--- src/rtl/br_tag_mgr_pkg.sv ---
// Shared definitions for the branch-tag manager: resolve-status encodings,
// default sizing, the one-hot tag type and a one-hot validity helper.
package br_tag_mgr_pkg;

  localparam int BR_STATE_W = 2;

  localparam logic [BR_STATE_W-1:0] BR_PR_NONE    = 2'd0;
  localparam logic [BR_STATE_W-1:0] BR_PR_CORRECT = 2'd1;
  localparam logic [BR_STATE_W-1:0] BR_PR_WRONG   = 2'd2;

  localparam int BR_MASK_W_DEF = 5;
  localparam int DISP_W_DEF    = 2;

  // One-hot branch tag at the default mask width.
  typedef logic [BR_MASK_W_DEF-1:0] br_tag_t;

  // Exactly one bit set; callers zero-extend narrower vectors.
  function automatic logic is_onehot(input logic [31:0] v);
    return (v != 32'd0) && ((v & (v - 32'd1)) == 32'd0);
  endfunction

endpackage

--- src/rtl/br_prio_alloc.sv ---
// Combinational multi-grant picker: hands out the lowest free bits to requesting
// slots in slot order; a denied requester blocks every later slot.
module br_prio_alloc #(
  parameter int W = 5,
  parameter int N = 2
) (
  input  logic [W-1:0]   free_vec,
  input  logic [N-1:0]   req,
  output logic [N-1:0]   gnt,
  output logic [N*W-1:0] tag
);

  logic [W-1:0] avail;
  logic [W-1:0] pick;
  logic         blocked;

  always_comb begin
    avail   = free_vec;
    pick    = '0;
    blocked = 1'b0;
    gnt     = '0;
    tag     = '0;
    for (int i = 0; i < N; i++) begin
      if (req[i] && !blocked) begin
        if (avail != '0) begin
          // Isolate the lowest set bit of the remaining free vector.
          pick            = avail & (~avail + W'(1));
          gnt[i]          = 1'b1;
          tag[i*W +: W]   = pick;
          avail           = avail & ~pick;
        end else begin
          blocked = 1'b1;
        end
      end
    end
  end

endmodule

--- src/rtl/br_tag_mgr.sv ---
// Branch-tag manager: in-order multi-slot tag allocation with per-tag mask
// checkpoints so a mispredict restores the live mask from one snapshot.
module br_tag_mgr
  import br_tag_mgr_pkg::*;
#(
  parameter int BR_MASK_W = BR_MASK_W_DEF,
  parameter int DISP_W    = DISP_W_DEF,
  localparam int CNT_W    = $clog2(BR_MASK_W + 1)
) (
  input  logic                        clk,
  input  logic                        rst,
  input  logic [DISP_W-1:0]           br_req_i,
  input  logic [BR_STATE_W-1:0]       br_state_i,
  input  logic [BR_MASK_W-1:0]        br_rslv_tag_i,
  output logic [DISP_W-1:0]           br_gnt_o,
  output logic [DISP_W*BR_MASK_W-1:0] br_tag_o,
  output logic [DISP_W*BR_MASK_W-1:0] br_dep_mask_o,
  output logic [BR_MASK_W-1:0]        br_mask_o,
  output logic [BR_MASK_W-1:0]        br_clr_bit_o,
  output logic [BR_MASK_W-1:0]        br_squash_mask_o,
  output logic [CNT_W-1:0]            free_cnt_o,
  output logic                        full_o,
  output logic                        rslv_err_o
);

  logic [BR_MASK_W-1:0] mask_q;
  logic [BR_MASK_W-1:0] mask_nxt;
  logic [BR_MASK_W-1:0] snap_q   [BR_MASK_W];
  logic [BR_MASK_W-1:0] snap_nxt [BR_MASK_W];
  logic                 err_q;

  logic                 rslv_active;
  logic                 rslv_valid;
  logic                 rslv_correct;
  logic                 rslv_wrong;
  logic [BR_MASK_W-1:0] snap_sel;
  logic [BR_MASK_W-1:0] base;
  logic [BR_MASK_W-1:0] granted_all;
  logic [DISP_W-1:0]    req_eff;
  logic [DISP_W-1:0]    gnt;
  logic [DISP_W*BR_MASK_W-1:0] alloc_tag;
  logic [DISP_W*BR_MASK_W-1:0] dep;
  logic [CNT_W-1:0]     cnt;

  // A resolve is honoured only for a known status naming exactly one live tag.
  assign rslv_active  = (br_state_i != BR_PR_NONE);
  assign rslv_valid   = ((br_state_i == BR_PR_CORRECT) || (br_state_i == BR_PR_WRONG))
                        && is_onehot(32'(br_rslv_tag_i))
                        && ((br_rslv_tag_i & ~mask_q) == '0);
  assign rslv_correct = rslv_valid && (br_state_i == BR_PR_CORRECT);
  assign rslv_wrong   = rslv_valid && (br_state_i == BR_PR_WRONG);

  always_comb begin
    snap_sel = '0;
    for (int k = 0; k < BR_MASK_W; k++) begin
      if (br_rslv_tag_i[k]) snap_sel = snap_sel | snap_q[k];
    end
  end

  assign br_clr_bit_o     = rslv_correct ? br_rslv_tag_i : '0;
  assign br_squash_mask_o = rslv_wrong ? (mask_q & ~snap_sel) : '0;
  assign base             = mask_q & ~br_clr_bit_o;
  assign req_eff          = rslv_wrong ? '0 : br_req_i;

  // Free vector uses the registered mask: a tag cleared this cycle stays busy.
  br_prio_alloc #(
    .W (BR_MASK_W),
    .N (DISP_W)
  ) u_alloc (
    .free_vec (~mask_q),
    .req      (req_eff),
    .gnt      (gnt),
    .tag      (alloc_tag)
  );

  always_comb begin
    dep         = '0;
    granted_all = '0;
    for (int i = 0; i < DISP_W; i++) begin
      dep[i*BR_MASK_W +: BR_MASK_W] = base | granted_all;
      granted_all = granted_all | alloc_tag[i*BR_MASK_W +: BR_MASK_W];
    end
  end

  always_comb begin
    mask_nxt = rslv_wrong ? snap_sel : (base | granted_all);
    for (int k = 0; k < BR_MASK_W; k++) begin
      snap_nxt[k] = snap_q[k] & ~br_clr_bit_o;
    end
    for (int i = 0; i < DISP_W; i++) begin
      for (int k = 0; k < BR_MASK_W; k++) begin
        if (alloc_tag[i*BR_MASK_W + k]) snap_nxt[k] = dep[i*BR_MASK_W +: BR_MASK_W];
      end
    end
  end

  always_ff @(posedge clk or posedge rst) begin
    if (rst) begin
      mask_q <= '0;
      err_q  <= 1'b0;
      for (int k = 0; k < BR_MASK_W; k++) snap_q[k] <= '0;
    end else begin
      mask_q <= mask_nxt;
      err_q  <= err_q | (rslv_active & ~rslv_valid);
      for (int k = 0; k < BR_MASK_W; k++) snap_q[k] <= snap_nxt[k];
    end
  end

  always_comb begin
    cnt = '0;
    for (int k = 0; k < BR_MASK_W; k++) begin
      if (!mask_q[k]) cnt = cnt + CNT_W'(1);
    end
  end

  assign br_gnt_o      = gnt;
  assign br_tag_o      = alloc_tag;
  assign br_dep_mask_o = dep;
  assign br_mask_o     = mask_q;
  assign free_cnt_o    = cnt;
  assign full_o        = &mask_q;
  assign rslv_err_o    = err_q;

endmodule

--- config.mk ---
export PLATFORM = sky130hd
export DESIGN_NAME = br_tag_mgr
export DESIGN_NICKNAME = d
export VERILOG_FILES = /design/src/rtl/br_tag_mgr_pkg.sv /design/src/rtl/br_prio_alloc.sv /design/src/rtl/br_tag_mgr.sv
export SDC_FILE = /design/constraint.sdc
export NUM_CORES = 1
export LEC_CHECK = 0
export CAP_MARGIN = 15
export CORE_MARGIN = 1.5
export CORE_UTILIZATION = 40
export CTS_CLUSTER_DIAMETER = 120
export DETAILED_ROUTE_END_ITERATION = 10
export PLACE_DENSITY = 0.77
export SYNTH_ARGS = -nofsm -noshare
export SYNTH_HDL_FRONTEND = slang
export SYNTH_SLANG_ARGS = --single-unit
--- constraint.sdc ---
create_clock -name clk -period 2.7 [get_ports clk]
set_input_delay 0.54 -clock clk [delete_from_list [all_inputs] [get_ports clk]]
set_output_delay 0.54 -clock clk [all_outputs]
set_load 0.005 [all_outputs]
==> qor.yml <==
hold_viol_final: 0
p_sw_mw: 1.59
ys_ff_latch: 31
cts_buffer_depth: 2
grt_max_degree: 32
ys_warn_count: 0
post-route-period-util_pct: 114
syn2layout_area_growth_pct: 91.2
drv_cap: 0
r2r-start: "br_mask_o[1]$_DFF_PP0_"
drtPass1Iterations: 5
rsz0062_at_grt: "yes"
setup_violations: 25
drt-total-wl_um: 12700
min_from: "rslv_err_o$_DFF_PP0_"
r2r-end: "snap_q[3]$_DFF_PP0_"
cts_buffers: 5
finalCriticalPeriod_ns: 3.08
synth_edf_count: 0
grt_pass1_vias: 3162
grt_pass1_wl_um: 16300
vias: 3438
violations: "negative setup slack"
p_int_mw: 2.19
fin_nets: 473
leakagePower_nw: 2.19
die_x_um: 80.0
place_congestion: 0.940
drc_errors: 0
power_density_nw_per_um2: 833
hp-class: "reg -> reg"
synth-seq-area-share_pct: 32.7
synth_cell_types: 55
sequentialPowerShare_pct: 20.6
worstPathMaxFanout: 3
start_util_pct: 42.3
p_sw_share_pct: 42.1
p_comb_share_pct: 66.7
critPathCaptureType: "output port"
power_mw: 3.78
worst_clock_skew_ns: 0.00863
rows: 27
tightest_slew_ns: 0.485
root_buffer: "clkbuf_8"
hold_depth: 1
htree_levels: 2
dieArea_sq_um: 6400
cp_data_required_time_ns: 2.16
setup_ws_ns: -0.376
hold_buffers: 0
antenna_found_initial: 0
synth_cells: 276
dp_hpwl_um: 6180
pwr-share-clk_pct: 12.7
gr-usage-all-layers_pct: 33.9
synth_nets: 296
pin_count: 53
synth_flop_cell: "dfrtp_1"
grt-ovfl-total: 0
status: "finished with violations"
diodes: 0
netlist_area_sq_um: 2370
worstSetupPathType: "reg -> out"
insertion_delay_ns: 0.30
dp_slack_ns: -0.805
cp.arrival_ns: 2.54
die_y_um: 80.0
ant_nets: 0
clock_sinks: 31
via_per_inst: 6.54
port_buffers: 52
reg2regPathDepth: 14
peakVddDrop_mv: 0.563
syn_avg_cell_area_sq_um: 8.60
dpl_cell_area_sq_um: 3550
synthArstFlopShare_pct: 100
final_cells: 526
slew_viol_final: 0
tns_ns: -2.52
cts_tree: "built"
fill_cells: 289
cts.clk_slew.worst_paths_ns: 0.08
drt-initial-drc-count: 465
slew_headroom_pct: 67.5
whs_endpoint: "rslv_err_o$_DFF_PP0_"
reg2reg_setup_slack_ns: 0.18
max_freq_ghz: 0.325
wire_per_inst_um: 24.2
core-area_sq_um: 5610
cp-start-kind: "flip-flop"
final_cell_area_sq_um: 4540
drive_gt1_share_pct: 55.3
dp.cells: 467
-- how the worst max path moves through the flow --
stage                           start       endpoint  slack, ns  depth (start not counted)
3_5_place_dp         br_rslv_tag_i[0]    br_gnt_o[1]      -0.81                          8
6_report       br_mask_o[1]$_DFF_PP0_  free_cnt_o[2]      -0.38                         11
4_1_cts        br_mask_o[1]$_DFF_PP0_  free_cnt_o[2]      -0.24                         11
3_3_place_gp         br_rslv_tag_i[0]    br_gnt_o[1]      -0.78                          8
2_1_floorplan  br_mask_o[0]$_DFF_PP0_  free_cnt_o[2]       0.01                         10
5_1_grt        br_mask_o[0]$_DFF_PP0_  free_cnt_o[2]      -0.46                         12
-- through the flow --
step,util (%),hold slack [ns]
2_1_floorplan,-,0.465
3_3_place_gp,63.3,0.453
3_5_place_dp,63.3,0.469
4_1_cts,73.5,0.485
5_1_grt,80.9,0.505
6_report,80.9,0.483
-- worst max-delay path, stage by stage, from the launching register on --
cell and delay [ns]:
dfrtp_2 0.47, inv_4 0.10, ha_4 0.22, xnor2_4 0.16, ha_4 0.28, nor2_4 0.04, a31oi_4 0.19, ha_4 0.15
nor2b_4 0.16, xnor2_2 0.08, xnor2_1 0.21, buf_2 0.17
-- power by group through the flow --
stage               Combinational (mW)  Sequential, mW  Clock, mW
floorplan                        0.831           0.734          0
global placement                  1.71           0.738          0
detailed placement                1.74           0.748          0
CTS                               1.97           0.741      0.475
global route                      2.62           0.784      0.510
finish                            2.52           0.778      0.480
-- state kept, by name (all words and copies together), names as in the netlist --
name	flops
br_mask_o	5
rslv_err_o	1
snap_q	25
-- layout by cell type (no fill, tap or decap), drive strengths merged, types with 5 or more instances in the layout --
master,n
a21oi,16
a222oi,5
a22oi,7
a31oi,10
and2,8
and3,13
buf,155
clkbuf,19
clkdlybuf4s50,10
dfrtp,31
dlygate4sd2,6
ha,9
inv,26
mux2i,16
nand2,15
nand3,7
nand4,5
nor2,21
nor2b,7
nor3,5
o21ai,6
o22ai,6
xnor2,6
-- cells by family (layout without fill, tap and decap cells) --
| kind of cell | Yosys count | count (layout) | synth area share, % |
|---|---|---|---|
| DFF | 31 | 31 | 32.7 |
| xor gates and xnor gates | 6 | 6 | 2.21 |
| AOI/OAI and AO/OA | 72 | 72 | 22.5 |
| and+or+nand+nor | 92 | 93 | 21.2 |
| buffers and inverters | 48 | 225 | 9.01 |
| muxes | 17 | 17 | 7.22 |
| adders and majority gates | 10 | 10 | 5.17 |
-- final cells by class --
| class | count | area (sq um) | area share [%] |
|---|---|---|---|
| repair buffers | 191 | 1620 | 35.6 |
| well taps | 72 | 90.1 | 1.98 |
| clock buffers | 5 | 68.8 | 1.52 |
| inverters | 26 | 100 | 2.21 |
| flip-flops and latches | 31 | 777 | 17.1 |
| clock inverters | 3 | 43.8 | 0.965 |
| multi-input cells | 198 | 1840 | 40.6 |
-- Yosys cell counts, types with 2 or more instances --
library cell	instances	area, sq um
nor2b_1	7	43.8
buf_2	9	45.0
dfrtp_1	31	776
and2_1	7	43.8
a22oi_1	7	52.6
xnor2_1	6	52.6
o22ai_1	6	37.5
nand3_1	7	35.0
nand3b_1	2	15.0
a31oi_1	10	62.6
o21ai_1	5	25.0
nand2b_1	3	18.8
inv_1	25	93.8
a21oi_1	15	75.1
o32ai_1	3	26.3
a222oi_1	5	50.1
a211o_1	2	17.5
nand2_1	13	48.8
or2_2	2	12.5
clkbuf_1	9	33.8
o221ai_1	3	26.3
mux2i_1	16	160
nand4_1	5	31.3
nor2_1	21	78.8
ha_1	9	113
buf_6	3	33.8
nor3_1	5	25.0
and3_1	13	81.3
-- routing by layer --
| metal | wire [um] | track usage [%] |
|---|---|---|
| met4 | 975 | 25.3 |
| met3 | 1200 | 5.37 |
| met5 | 0 | 0 |
| met2 | 5850 | 54.8 |
| met1 | 4700 | 40.0 |
-- what timing repair did --
item / 4_1_cts / 5_1_grt
resized for setup: 142 / 109
pin swaps: 28 / 30
cloned: 2 / 0
endpoints found under the setup margin: 35 / 33
buffers inserted: 22 / 31
Note: power is estimated with default switching activity, not from simulation.
